[src/rtl/codec_tdm_pkg.sv]
// Shared frame geometry for the TDM128 codec interface.
package codec_tdm_pkg;

    localparam int unsigned N_SLOTS    = 4;
    localparam int unsigned SLOT_BITS  = 32;
    localparam int unsigned FRAME_BITS = N_SLOTS * SLOT_BITS;

    typedef logic [6:0] frame_cnt_t;

    localparam frame_cnt_t CNT_LAST = 7'd127;

endpackage

[src/rtl/codec_tdm.sv]
// TDM128 codec master: generates bick/lrck, shifts DAC slots out on sdin and
// collects ADC slots from sdout, publishing one complete frame per wrap.
module codec_tdm
    import codec_tdm_pkg::*;
#(
    parameter int unsigned W = 16
) (
    input  logic                clk,
    input  logic                rst_n,
    input  logic                sdout,
    output logic                sdin,
    output logic                bick,
    output logic                lrck,
    output logic                sample_clk,
    input  logic signed [W-1:0] dac0,
    input  logic signed [W-1:0] dac1,
    input  logic signed [W-1:0] dac2,
    input  logic signed [W-1:0] dac3,
    output logic signed [W-1:0] adc0,
    output logic signed [W-1:0] adc1,
    output logic signed [W-1:0] adc2,
    output logic signed [W-1:0] adc3
);

    frame_cnt_t            cnt;
    frame_cnt_t            cnt_nxt;
    logic                  wrap_c;
    logic [FRAME_BITS-1:0] tx_q;
    logic [FRAME_BITS-1:0] rx_q;
    logic [FRAME_BITS-1:0] tx_load;
    logic                  rx_valid;
    logic [W-1:0]          dac    [N_SLOTS];
    logic [W-1:0]          adc_rx [N_SLOTS];
    logic [W-1:0]          adc_q  [N_SLOTS];

    assign dac[0] = dac0;
    assign dac[1] = dac1;
    assign dac[2] = dac2;
    assign dac[3] = dac3;

    assign adc0 = adc_q[0];
    assign adc1 = adc_q[1];
    assign adc2 = adc_q[2];
    assign adc3 = adc_q[3];

    assign cnt_nxt = cnt + 7'd1;
    assign wrap_c  = (cnt == CNT_LAST);

    // Frame bit n is the n-th bit on the wire; samples sit MSB-first at slot start.
    always_comb begin
        tx_load = '0;
        for (int s = 0; s < N_SLOTS; s++) begin
            adc_rx[s] = '0;
            for (int i = 0; i < W; i++) begin
                tx_load[s*SLOT_BITS + i] = dac[s][W-1-i];
                adc_rx[s][W-1-i]         = rx_q[s*SLOT_BITS + i];
            end
        end
    end

    // rx_valid marks that the frame in progress began on a wrap, so its end is publishable.
    always_ff @(posedge clk or negedge rst_n) begin
        if (!rst_n) begin
            bick       <= 1'b0;
            lrck       <= 1'b0;
            sample_clk <= 1'b0;
            sdin       <= 1'b0;
            cnt        <= CNT_LAST;
            tx_q       <= '0;
            rx_q       <= '0;
            rx_valid   <= 1'b0;
            for (int s = 0; s < N_SLOTS; s++) begin
                adc_q[s] <= '0;
            end
        end else begin
            bick <= ~bick;
            if (bick) begin
                cnt        <= cnt_nxt;
                lrck       <= ~cnt_nxt[6];
                sample_clk <= ~cnt_nxt[6];
                if (wrap_c) begin
                    tx_q     <= tx_load;
                    sdin     <= tx_load[0];
                    rx_valid <= 1'b1;
                    if (rx_valid) begin
                        for (int s = 0; s < N_SLOTS; s++) begin
                            adc_q[s] <= adc_rx[s];
                        end
                    end
                end else begin
                    sdin <= tx_q[cnt_nxt];
                end
            end else begin
                rx_q[cnt] <= sdout;
            end
        end
    end

endmodule

[config.mk]
export PLATFORM = sky130hd
export DESIGN_NAME = codec_tdm
export DESIGN_NICKNAME = d
export VERILOG_FILES = /design/src/rtl/codec_tdm_pkg.sv /design/src/rtl/codec_tdm.sv
export SDC_FILE = /design/constraint.sdc
export NUM_CORES = 1
export LEC_CHECK = 0
export BUFFER_PORTS_ARGS = -buffer_cell sky130_fd_sc_hd__buf_2
export CAP_MARGIN = 30
export CORE_MARGIN = 2
export CORE_UTILIZATION = 25
export CTS_CLUSTER_DIAMETER = 150
export DETAILED_ROUTE_END_ITERATION = 7
export PLACE_DENSITY_LB_ADDON = 0.12
export SLEW_MARGIN = 20
export SYNTH_ARGS = -nofsm -noshare
export SYNTH_HDL_FRONTEND = slang
export SYNTH_SLANG_ARGS = --single-unit
[constraint.sdc]
create_clock -name clk -period 2.35 [get_ports clk]
set_clock_uncertainty 0.05 [all_clocks]
set_input_delay 0.235 -clock clk [delete_from_list [all_inputs] [get_ports clk]]
set_output_delay 0.235 -clock clk [all_outputs]
set_load 0.1 [all_outputs]
# ---- Word level (Yosys, flattened, before mapping)
# Cells that the tools add are included.
dict set report op_classes {
  add_sub_neg 1
  n_mul 0
  div 0
  order_cmp 3
  n_eq_ne 1
  shifts 0
  n_mux 6
  n_bitwise 2
  n_reduce_logical 3
}
# cell n
set ops {}
lappend ops {{128-bit bitwise mux} 1}
lappend ops {{7-bit by 8-bit less-than comparator with 1-bit output (second input constant)} 2}
lappend ops {{7-bit by 1-bit adder with 7-bit output (second input constant)} 1}
lappend ops {{1-bit binary-select mux with 7-bit select} 1}
lappend ops {{1-bit demux with 7-bit select} 1}
lappend ops {{7-bit == test (second input constant)} 1}
lappend ops {{7-bit by 1-bit greater-or-equal comparator with 1-bit output (second input constant)} 1}
lappend ops {{1-bit 2-to-1 mux} 3}
lappend ops {{3-bit AND reduction} 1}
lappend ops {{1-bit inverter} 2}
lappend ops {{2-bit AND reduction} 1}
lappend ops {{1-bit logical AND} 1}
dict set report totals {
  register_bits 267
  latch_bits 0
  mem_bits_rw 0
  rom_bits 0
  input_bits 67
  output_inout_bits 68
  elab_cells 27
  n_memories 0
}

# ---- Depth between registers and ports, before layout
# Gate-level depths: netlist of the first run.
dict set report logic_depth {
  word_depth 5
  mapped_depth 8
  mapped_depth_nobuf 6
}

# ---- Worst setup path after synthesis of the first run
# OpenSTA, ideal clock, no wires.
dict set report synth_timing {
  kind {register -> register}
  startpoint {reg bick}
  endpoint {reg adc_q (netlist bit adc0[0])}
  setup_ns 0.125
  arrival_time_ns 2.176
  required_ns 2.175
  slack_ns -0.001
  stages_incl_launch_ff 7
  n_path_buf 1
  synth_period_minus_slack_ns 2.351
  cell_sequence {dfrtp_1 nand4_1 nor2_1 and2_2 nand2_4 buf_6 mux2_4}
}
dict set report synth_between {
  elab_chain_len 1
}
# element line_no
set synth_rtl {}
lappend synth_rtl {{start: declaration} codec_tdm.sv:12} ;# output logic bick,
lappend synth_rtl {{start signal: assignment} codec_tdm.sv:76} ;# bick <= ~bick;
lappend synth_rtl {{3-bit AND reduction (no line)} n/a}
lappend synth_rtl {{end signal: indexed assignment} codec_tdm.sv:87} ;# adc_q[s] <= adc_rx[s];
lappend synth_rtl {{end: declaration} codec_tdm.sv:34} ;# logic [W-1:0] adc_q [N_SLOTS];
# No other way between the ends.
# A chain may end at the register's enable or synchronous reset.

# ---- Worst setup path after layout of the first run
dict set report layout_timing {
  startpoint {reg cnt[0]}
  endpoint {reg sdin}
}
dict set report layout_between {
  elab_chain_len 4
  word_cells_on_any_way 5
  classes_between {add/sub: 1; eq/ne: 1; mux: 3}
}
# element line_no
set layout_rtl {}
lappend layout_rtl {{start: declaration} codec_tdm.sv:25} ;# frame_cnt_t cnt;
lappend layout_rtl {{start signal: assignment} codec_tdm.sv:78} ;# cnt <= cnt_nxt;
lappend layout_rtl {{7-bit by 1-bit adder with 7-bit output} codec_tdm.sv:46} ;# assign cnt_nxt = cnt + 7'd1;
lappend layout_rtl {{via cnt_nxt[1]} codec_tdm.sv:26} ;# frame_cnt_t cnt_nxt;
lappend layout_rtl {{1-bit binary-select mux with 7-bit select} codec_tdm.sv:91} ;# sdin <= tx_q[cnt_nxt];
lappend layout_rtl {{1-bit 2-to-1 mux (not written as such)} codec_tdm.sv:91}
lappend layout_rtl {{1-bit 2-to-1 mux} codec_tdm.sv:81} ;# if (wrap_c) begin
lappend layout_rtl {{end signal: assignment} codec_tdm.sv:83} ;# sdin <= tx_load[0];
lappend layout_rtl {{end signal: assignment} codec_tdm.sv:91}
lappend layout_rtl {{end: declaration} codec_tdm.sv:11} ;# output logic sdin,
# The timed path passes the listed nets, and every way through them passes these cells. The select of a mux whose other input is x is not followed.

==> reports/qor.yml, run 1 <==
outcome:
  status: "finished clean"
power_and_ir_drop:
  p_int_w: 0.00597
  p_per_area_nw_per_um2: 641
  p_sw_share_pct: 22.0
  ir_drop_mv: 0.481
  p_leak_nw: 5.58
  p_seq_share_pct: 46.8
  clock_power_share_pct: 49.3
  p_sw_w: 0.00169
  p_comb_share_pct: 3.9
synth:
  ys_seq_area_share_pct: 56.4
  ys_types: 43
  synth_seq_cells: 203
  yosysTopAreaCell: "dfrtp_1"
  ys_async_sr_fraction_pct: 100
  synth_top_area_share_pct: 54.3
  synthTopCellsByCount: "264 x nand2_1, 196 x dfrtp_1, 67 x mux2_2, 60 x mux2_4, 17 x buf_2"
  synthCells: 734
  ys.flop_type: "dfrtp_1"
  netlist_area_um2: 9030
  yosysMostFrequentCell: "nand2_1"
  postSynthAreaPerCell_um2: 12.3
  synth-edff-count: 0
  yosys_warnings: 0
  synthTopCellsByArea: "dfrtp_1 54%, nand2_1 11%, mux2_4 10%, mux2_2 8.4%, mux4_2 4.0%"
  syn_nets: 802
critical_path:
  cp-end-kind: "register"
  worst-r2r-cell-count: 5
  path_cells: "ha_2, mux4_2, a211o_1, o221ai_2, o211ai_2"
  worst_ep_arrival_time_ns: 2.58
  reg2reg_to: "sdin"
  start_kind: "register"
  r2r-start: "cnt[0]"
  slowest_delay_ns: 0.56
  worst-path-buf-inv: 0
  crit_path_start: "cnt[0]"
  cp.required_ns: 2.70
  rrSetupSlack_ns: 0.12
  worstPathMaxFanout: 11
  cp_slowest_cell: "dfstp_2"
  crit_family: "compound AO/OA/AOI/OAI gates"
  critical_path_class: "register to register"
routing:
  drc: 0
  vias_per_cell: 4.17
  drt_iter0_drc: 220
  first_pass_iters: 4
  via_count: 6007
  wl_mm: 23.2
  postRouteAntennaNets: 0
  avgRoutedWirePerCell_um: 16.1
sta:
  hold_viol_final: 0
  drv_slew: 0
  fin_crit_ns: 2.23
  rsz0062_at_grt: "no"
  holdWs_ns: 0.151
  fmax_mhz: 448
  worst_pin_slew_ns: 0.895
  slew_headroom_pct: 39.9
  fin_crit_sh_pct: 95.0
  setup_viol_count_final: 0
  timing.final.ws_setup_ns: 0.118
global_route:
  grt_pass1_wl_mm: 36.5
  use_met1_pct: 17.3
  grt_antenna_before_repair: 0
  grt_max_degree: 69
  grt_overflow: 0
  grt_use_total_pct: 12.2
  gr-max-usage-layer: "met2"
  grt_util_met2_pct: 19.4
  grt.met3_usage_pct: 2.14
  grt_pass1_vias: 5995
final_layout:
  layout.nets: 1030
  insertedDiodeCount: 0
  syn2layout_area_growth_pct: 32.3
  layout-drive-gt1-share_pct: 40.1
  finish.utilization_pct: 33.6
placement:
  gp_congestion: 0.721
  io_buffers: 134
  dpl.hpwl_mm: 15.6
  dp_slack_ns: -0.0440
die:
  die_width_um: 194
  std_cell_rows: 69
  die_area_um2: 37700
  num_io_pins: 135
  initial_core_util_pct: 25.4
  coreArea_um2: 35600
  die_h_um: 194
cts:
  numCtsBuffers: 25
  clk_latency_ns: 0.52
  cts_buffer_depth: 3
  cts_tree: "yes"
  clkTransAtPathRegs_ns: 0.06
  htreeDepth: 1
  cts_num_sinks: 203
  cts_root_buffer: "clkbuf_16"
flow_run:
  cap_violations: 0
min_path:
  holdCritPathClass: "input pin to async pin"
==> kinds of logic (layout without fill, tap and decap cells) <==
group	count (synthesis)	count (layout)	synth area share (%)
simple gates	305	305	14.1
flops	203	203	56.4
mux	154	154	23.6
buf+inv	45	292	2.90
compound gates	15	15	1.65
xor+xnor	11	11	1.28
fa+ha+maj	1	1	0.139
==> area by class of cell <==
| cell class | count | area, um^2 |
|---|---|---|
| Fill cell | 3668 | 23600 |
| Sequential cell | 203 | 5090 |
| Multi-Input combinational cell | 486 | 3680 |
| Timing Repair Buffer | 245 | 1780 |
| Clock buffer | 35 | 723 |
| Tap cell | 461 | 577 |
| Clock inverter | 11 | 87.6 |
| Inverter | 1 | 3.75 |
==> sequential cells by signal, summed over array words and instances (netlist names) <==
register    cells
rx_q           64
tx_q           64
adc0           16
adc1           16
adc2           16
adc3           16
cnt             7
bick            1
rx_valid        1
sample_clk      1
sdin            1
==> cells in the final DEF, fill, tap and decap left out, types with 3 or more instances in the layout <==
cell / count
mux2_1: 5
nand4_1: 4
nor2_1: 10
dfstp_2: 7
mux2_2: 67
buf_12: 8
mux2i_1: 6
nand2_1: 263
xor2_1: 3
nor3_2: 8
buf_2: 133
buf_4: 36
clkbuf_1: 4
a311oi_1: 3
dfrtp_1: 195
dlygate4sd3_1: 65
mux4_2: 16
nand2b_1: 8
clkbuf_8: 7
clkbuf_16: 25
mux2_4: 60
xnor2_1: 7
clkinv_2: 8
==> what timing repair did <==
| action | 4_1_cts | 5_1_grt |
|---|---|---|
| resized for setup | 1 | 1 |
| endpoints found under the hold margin | 261 | 0 |
| hold buffers | 65 | 0 |
| setup buffers | 0 | 0 |
| setup endpoints to repair | 1 | 1 |
| pin swaps | 0 | 0 |
==> stage by stage <==
| step | setup TNS, ns | instance area [um^2] | power, W | instances |
|---|---|---|---|---|
| global route | 0 | 11900 | 0.00802 | 1442 |
| CTS | 0 | 11900 | 0.00781 | 1442 |
| detailed placement | -0.0440 | 10500 | 0.00387 | 1331 |
| finish | 0 | 11900 | 0.00766 | 1442 |
| floorplan | 0 | 9030 | 0.00370 | 734 |
| global placement | -0.0148 | 10500 | 0.00387 | 1330 |
==> metal layers <==
metal,vias to the layer above,wire length (um)
li1,2921,-
met1,2936,11100
met2,116,10700
met3,34,875
met4,0,495
met5,-,0
==> how the worst max path moves through the flow <==
stage | end | slack (ns) | cells past startpoint
6_report | sdin | 0.12 | 5
3_3_place_gp | sdin | -0.01 | 5
2_1_floorplan | sdin | 0.27 | 7
3_5_place_dp | sdin | -0.04 | 5
5_1_grt | sdin | 0.03 | 5
4_1_cts | sdin | 0.09 | 6
==> power by group through the flow <==
| stage | combinational [W] | sequential, W | clock, W |
|---|---|---|---|
| after global placement | 0.000226 | 0.00365 | 0 |
| after global routing | 0.000337 | 0.00359 | 0.00409 |
| after detailed placement | 0.000228 | 0.00365 | 0 |
| final | 0.000300 | 0.00358 | 0.00378 |
| after floorplan | 0.0000628 | 0.00363 | 0 |
| after CTS | 0.000312 | 0.00358 | 0.00392 |
(Power assumes the default switching activity.)
==> inputs of run 2 (changes only) <==
Settings changed: ABC_AREA from default to 1, CTS_BUF_LIST from default to sky130_fd_sc_hd__clkbuf_8 sky130_fd_sc_hd__clkbuf_16.
==> run 2 against run 1 <==
Effect of this change: utilization up 0.10 points; total power grew 1.7%; sequential share of layout area is 0.17 points higher; area after synthesis decreased by 1.7%; critical path depth up 5; register-to-register slack barely moved; highest routed layer unchanged; cell count is 12% higher; largest cell class unchanged; routed wire length increased by 9.7%; critical path type unchanged.
==> reports/qor.yml, run 2 <==
global_route:
  grt_use_total_pct: 13.7  # was 12.2%
  grt_overflow: 0  # unchanged
  grt_max_degree: 124  # was 69
  grt_pass1_wl_mm: 39.5  # was 36.5 mm
  grt_antenna_before_repair: 0  # unchanged
  grt_pass1_vias: 6889  # was 5,995
power_and_ir_drop:
  ir_drop_mv: 0.457  # was 0.481 mV
  p_leak_nw: 5.97  # was 5.58 nW
  p_sw_share_pct: 21.4  # was 22.0%
  clock_power_share_pct: 51.1  # was 49.3%
  p_int_w: 0.00613  # was 0.00597 W
  finalPower_w: 0.00779  # was 0.00766 W
  p_seq_share_pct: 45.3  # was 46.8%
  p_sw_w: 0.00167  # was 0.00169 W
  p_per_area_nw_per_um2: 655  # was 641 nW/um^2
  p_comb_share_pct: 3.6  # was 3.9%
die:
  initial_core_util_pct: 25.1  # was 25.4%
  die_width_um: 192  # was 194 um
  std_cell_rows: 69  # unchanged
  coreArea_um2: 35300  # was 35,600 um^2
  die_area_um2: 37000  # was 37,700 um^2
  num_io_pins: 135  # unchanged
  die_h_um: 192  # was 194 um
critical_path:
  start_kind: "register"  # unchanged
  worst_ep_arrival_time_ns: 2.58  # about the same
  path_common_cell: "nand2_1"
  worstPathMaxFanout: 14  # was 11
  path_cells: "ha_1, nand2_1, nor2_1, nand2_1, nor2_2, inv_2, nor2_8, nand2_8, clkbuf_16, mux2_4"  # was ha_2, mux4_2, a211o_1, o221ai_2, o211ai_2
  rrSetupSlack_ns: 0.12  # about the same
  cp-end-kind: "register"  # unchanged
  critical_path_class: "register to register"  # unchanged
  slowest_delay_ns: 0.55  # was 0.56 ns
  worst-r2r-cell-count: 10  # was 5
  reg2reg_to: "adc1[14]"  # was sdin
  r2r-start: "cnt[1]"  # was cnt[0]
  cp.required_ns: 2.71  # was 2.70 ns
  cp_slowest_cell: "dfstp_2"  # unchanged
synth:
  synth_compound_area_share_pct: 11.4  # was 1.65%
  yosys_warnings: 0  # unchanged
  syn_nets: 987  # was 802
  ys_async_sr_fraction_pct: 100  # unchanged
  synth_xor_xnor_area_share_pct: 0.197  # was 1.27%
  synthTopCellsByArea: "dfrtp_1 55%, nand2_1 8.9%, mux2_4 8.3%, o21ai_0 5.1%, inv_1 4.7%"  # was dfrtp_1 54%, nand2_1 11%, mux2_4 10%, mux2_2 8.4%, mux4_2 4.0%
  ys_types: 30  # was 43
  ys.flop_type: "dfrtp_1"  # unchanged
  netlist_area_um2: 8880  # was 9030 um^2
  synth_top_family_by_area: "simple AND/OR/NAND/NOR gates"  # was multiplexers
  postSynthAreaPerCell_um2: 9.66  # was 12.3 um^2
  synthCells: 919  # was 734
  synth_top_area_share_pct: 55.3  # was 54.3%
  yosysMostFrequentCell: "nand2_1"  # unchanged
  yosys.area_share.simple_pct: 13.8  # was 14.1%
  synthMuxAreaShare_pct: 9.08  # was 23.6%
  synth-edff-count: 0  # unchanged
  synthAdderAreaFrac_pct: 0.141  # was 0.139%
  synthTopCellsByCount: "210 x nand2_1, 196 x dfrtp_1, 110 x inv_1, 91 x o21ai_0, 54 x nand3_1"  # was 264 x nand2_1, 196 x dfrtp_1, 67 x mux2_2, 60 x mux2_4, 17 x buf_2
  ys_seq_area_share_pct: 57.3  # was 56.4%
  yosysTopAreaCell: "dfrtp_1"  # unchanged
  synth_seq_cells: 203  # unchanged
placement:
  gp_congestion: 0.726  # was 0.721
  post-place-cells: 1499  # was 1,331
  io_buffers: 134  # unchanged
  dpl.hpwl_mm: 16.0  # was 15.6 mm
cts:
  htreeDepth: 1  # unchanged
  cts_num_sinks: 203  # unchanged
  cts_root_buffer: "clkbuf_16"  # unchanged
  cts_tree: "yes"  # unchanged
  numCtsBuffers: 26  # was 25
  clkTransAtPathRegs_ns: 0.06  # about the same
  cts_buffer_depth: 3  # unchanged
  clk_latency_ns: 0.53  # was 0.52 ns
routing:
  drc: 0  # unchanged
  vias_per_cell: 4.26  # was 4.17
  drt_iter0_drc: 338  # was 220
  avgRoutedWirePerCell_um: 15.8  # was 16.1 um
  wl_mm: 25.5  # was 23.2 mm
  via_count: 6887  # was 6,007
  first_pass_iters: 4  # unchanged
  postRouteAntennaNets: 0  # unchanged
sta:
  rsz0062_at_grt: "yes"  # was no
  fin_crit_sh_pct: 94.7  # was 95.0%
  fmax_mhz: 449  # was 448 MHz
  worst_pin_slew_ns: 0.569  # was 0.895 ns
  fin_crit_ns: 2.23  # about the same
  tns_ns: 0  # unchanged
  setup_viol_count_final: 0  # unchanged
  hold_viol_final: 0  # unchanged
  drv_slew: 0  # unchanged
  slew_headroom_pct: 62.1  # was 39.9%
min_path:
  holdCritPathClass: "input pin to register"  # was input pin to async pin
  min-delay-start: "sdout"
  holdPathEnd: "rx_q[44]"
  hold_depth: 3
final_layout:
  layout.nets: 1203  # was 1,030
  top_regs: "rx_q x64, tx_q x64"  # unchanged
  layout-drive-gt1-share_pct: 24.7  # was 40.1%
  final_cells: 1616  # was 1,442
  insertedDiodeCount: 0  # unchanged
  syn2layout_area_growth_pct: 34.0  # was 32.3%
  final_cell_mix: "210 x nand2_1, 196 x dfrtp_1, 133 x buf_2, 118 x inv_1, 91 x o21ai_0"  # was 263 x nand2_1, 195 x dfrtp_1, 133 x buf_2, 67 x mux2_2, 65 x dlygate4sd3_1
  final_common_cell: "nand2_1"  # unchanged
  fillers: 3641  # was 3,668
outcome:
  status: "finished clean"  # unchanged
flow_run:
  cap_violations: 0  # unchanged
-- run 2: layer usage --
layer | vias up | wire length (um) | track usage [%]
li1 | 3436 | - | -
met1 | 3284 | 12400 | 19.2
met3 | 32 | 1140 | 2.40
met4 | 0 | 498 | 3.08
met5 | - | 0 | 0
met2 | 135 | 11400 | 21.9
-- run 2: power by group through the flow --
stage | Combinational (W) | Sequential (W) | Clock (W)
2_1_floorplan | 0.0000349 | 0.00359 | 0
3_3_place_gp | 0.000207 | 0.00359 | 0
3_5_place_dp | 0.000206 | 0.00359 | 0
4_1_cts | 0.000288 | 0.00353 | 0.00412
5_1_grt | 0.000314 | 0.00353 | 0.00426
6_report | 0.000279 | 0.00353 | 0.00398
-- run 2: what timing repair did --
action | CTS | global route
hold endpoints to repair | 118 | 0
setup endpoints to repair | 0 | 12
hold buffers | 65 | 0
setup buffers | 0 | 2
gates resized for setup | 0 | 3
-- run 2: cell type report --
| class | instances | area (um^2) | share of cell area [%] |
|---|---|---|---|
| inverters | 114 | 428 | 3.60 |
| clock buffers | 33 | 758 | 6.37 |
| well taps | 461 | 577 | 4.85 |
| flip-flops and latches | 203 | 5090 | 42.8 |
| clock inverters | 15 | 115 | 0.968 |
| multi-input cells | 546 | 3100 | 26.1 |
| repair buffers | 244 | 1830 | 15.4 |
-- run 2: worst max-delay path by stage --
stage / endpoint / startpoint / slack (ns) / cells past startpoint
after floorplan: adc0[0] / bick / 0.11 / 5
after global placement: tx_q[107] / cnt[1] / 0.09 / 11
after detailed placement: tx_q[107] / cnt[1] / 0.09 / 11
after CTS: tx_q[107] / cnt[1] / 0.06 / 11
after global routing: tx_q[107] / cnt[0] / -0.02 / 11
final: adc1[14] / cnt[1] / 0.12 / 10
-- run 2: kinds of logic after synthesis --
group,Yosys count
flip-flops,203
XOR/XNOR,2
AO/OA/AOI/OAI,189
AND/OR/NAND/NOR,298
multiplexers,56
buffers and inverters,170
adder cells (fa/ha/maj),1
-- run 2: through the flow --
stage          setup slack [ns]  area, um^2  hold WS [ns]  util, %
2_1_floorplan             0.113        8880        -0.111        -
3_3_place_gp             0.0864       10300         0.234     29.1
3_5_place_dp             0.0900       10300         0.231     29.1
4_1_cts                  0.0610       11800         0.163     33.4
5_1_grt                 -0.0222       11900         0.210     33.7
6_report                  0.124       11900         0.187     33.7
-- run 2: worst max-delay path: cells and delay by family, from the launching register on --
kind / cells / cell delay (ns)
fa+ha+maj: 1 / 0.18
buf+inv: 2 / 0.30
flops: 1 / 0.55
mux: 1 / 0.30
simple gates: 6 / 0.73
==> inputs of run 3 (changes only) <==
Settings changed: CAP_MARGIN 30 to 20, CORE_ASPECT_RATIO from default to 0.9, TNS_END_PERCENT from default to 50.
==> run 3 against run 2 <==
Effect of this change: first-iteration DRC count rose by 13%; die area is essentially flat; combinational power down 2%; global-route usage up 0.14 points; sequential power about the same; critical endpoint is now tx_q[107]; count of clock-buffer cells in the layout is 5 lower; cell area decreased by 2.3%; flip-flop and latch count unchanged; critical path depth up 1; sequential share of layout area rose by 1.0 points; highest routed layer unchanged; critical path type unchanged; total power shrank 7.3%; routed wire length shrank 0.76%.
==> reports/qor.yml, run 3 (same netlist as run 2, synthesis figures left out) <==
critical_path:
  critical_path_class: "register to register"  # unchanged
  cp.required_ns: 2.70  # was 2.71 ns
  start_kind: "register"  # unchanged
  cp-end-kind: "register"  # unchanged
  worst_ep_arrival_time_ns: 2.65  # was 2.58 ns
  worstPathMaxFanout: 123  # was 14
global_route:
  grt_pass1_wl_mm: 40.4  # was 39.5 mm
  grt_use_total_pct: 13.8  # was 13.7%
  grt_pass1_vias: 6871  # was 6,889
  grt_overflow: 0  # unchanged
  grt_antenna_before_repair: 0  # unchanged
  grt_max_degree: 124  # unchanged
final_layout:
  fillers: 3648  # was 3,641
  top_regs: "rx_q x64, tx_q x64"  # unchanged
  final_common_cell: "nand2_1"  # unchanged
  syn2layout_area_growth_pct: 30.9  # was 34.0%
  layout.nets: 1191  # was 1,203
  insertedDiodeCount: 0  # unchanged
  final_cell_mix: "210 x nand2_1, 196 x dfrtp_1, 133 x buf_2, 117 x inv_1, 90 x o21ai_0"  # was 210 x nand2_1, 196 x dfrtp_1, 133 x buf_2, 118 x inv_1, 91 x o21ai_0
  layout-drive-gt1-share_pct: 23.6  # was 24.7%
die:
  coreArea_um2: 35100  # was 35,300 um^2
  die_h_um: 183  # was 192 um
  initial_core_util_pct: 25.3  # was 25.1%
  std_cell_rows: 65  # was 69
  die_width_um: 203  # was 192 um
  num_io_pins: 135  # unchanged
  die_area_um2: 37000  # about the same
sta:
  rsz0062_at_grt: "yes"  # unchanged
  timing.final.ws_setup_ns: 0.0480  # was 0.124 ns
  fin_crit_ns: 2.30  # was 2.23 ns
  worst_pin_slew_ns: 0.808  # was 0.569 ns
  drv_slew: 0  # unchanged
  hold_viol_final: 0  # unchanged
  slew_headroom_pct: 45.9  # was 62.1%
  setup_viol_count_final: 0  # unchanged
  fmax_mhz: 434  # was 449 MHz
  fin_crit_sh_pct: 98.0  # was 94.7%
cts:
  cts_buffer_depth: 3  # unchanged
  cts_tree: "yes"  # unchanged
  cts_num_sinks: 203  # unchanged
  clk_latency_ns: 0.51  # was 0.53 ns
  htreeDepth: 1  # unchanged
  numCtsBuffers: 24  # was 26
  cts_root_buffer: "clkbuf_16"  # unchanged
  clkTransAtPathRegs_ns: 0.06  # about the same
placement:
  gp_congestion: 0.733  # was 0.726
  dp_slack_ns: 0.0382  # was 0.0900 ns
  io_buffers: 134  # unchanged
  dpl.hpwl_mm: 16.4  # was 16.0 mm
routing:
  avgRoutedWirePerCell_um: 15.7  # was 15.8 um
  drt_iter0_drc: 383  # was 338
  via_count: 6842  # was 6,887
  drc: 0  # unchanged
  first_pass_iters: 5  # was 4
  wl_mm: 25.3  # was 25.5 mm
  vias_per_cell: 4.26  # about the same
  postRouteAntennaNets: 0  # unchanged
power_and_ir_drop:
  p_leak_nw: 5.83  # was 5.97 nW
  finalPower_w: 0.00723  # was 0.00779 W
  ir_drop_mv: 0.401  # was 0.457 mV
  p_per_area_nw_per_um2: 622  # was 655 nW/um^2
min_path:
  holdCritPathClass: "input pin to register"  # unchanged
outcome:
  status: "finished clean"  # unchanged
flow_run:
  cap_violations: 0  # unchanged
## run 3: cell count changes in the layout (fill, tap and decap cells not counted), moves of 2 or more
cell	previous run	this run
clkbuf_16	29	25
buf_6	0	2
buf_4	34	25
clkbuf_8	7	4
bufinv_16	2	0
## run 3: path summary, 6_finish.rpt
| path | endpoint | startpoint | cells past startpoint | slack [ns] |
|---|---|---|---|---|
| setup / recovery | tx_q[107] | cnt[0] | 11 | 0.05 |
| hold / removal | rx_q[101] | sdout | 3 | 0.22 |
| setup reg to reg | tx_q[107] | cnt[0] | 11 | 0.05 |
| hold reg to reg | tx_q[65] | tx_q[65] | 2 | 0.43 |
| max in group asynchronous | rx_q[42] | rst_n | 3 | 1.55 |
| min in group asynchronous | tx_q[69] | rst_n | 3 | 0.25 |
## run 3: report_power, final
group	internal, W	switching [W]	total [W]	leakage (nW)
clock network	0.00199	0.00143	0.00342	0.386
logic	0.000135	0.000138	0.000274	3.19
registers	0.00352	0.0000102	0.00353	2.25
## run 3: cell type report
type                            instances  area [um^2]  area share [%]
Clock inverter                         12         51.3           0.442
Tap cell                              469          587            5.05
Clock buffer                           28          667            5.74
Multi-Input combinational cell        546         3090            26.6
Inverter                              114          428            3.68
Sequential cell                       203         5090            43.8
Timing Repair Buffer                  234         1710            14.7
## run 3: through the flow
step                      hold slack, ns  util (%)  cell area (um^2)  setup TNS, ns  cells
final                              0.218      33.1             11600              0   1606
after floorplan                   -0.111         -              8880              0    919
after global routing               0.211      33.1             11600         -0.764   1606
after global placement             0.246      29.2             10200              0   1500
after detailed placement           0.240      29.2             10200              0   1501
after CTS                          0.198      33.1             11600              0   1606
## run 3: repair_timing
item / in CTS / in global routing
buffers inserted: 0 / 0
endpoints found under the setup margin: 0 / 15
hold buffers: 65 / 0
gates resized for setup: 0 / 5
endpoints found under the hold margin: 260 / 0
## run 3: routing by layer
metal	track usage [%]	vias to the layer above	routed length (um)	part of all wire, %
met5	0	-	0	0
met4	3.47	0	516	2.0
met3	2.15	27	851	3.4
met2	21.0	108	11100	44
met1	20.4	3308	12800	51
li1	-	3399	-	-
## run 3: worst max-delay path, stage by stage, from the launching register on
cell     delay (ns)
dfstp_2        0.55
ha_1           0.16
nand2_1        0.06
nor2_1         0.09
nand2_1        0.09
nor2_2         0.15
inv_2          0.08
nor2_8         0.12
buf_16         0.34
inv_1          0.25
nand2_1        0.11
nand2_1        0.05
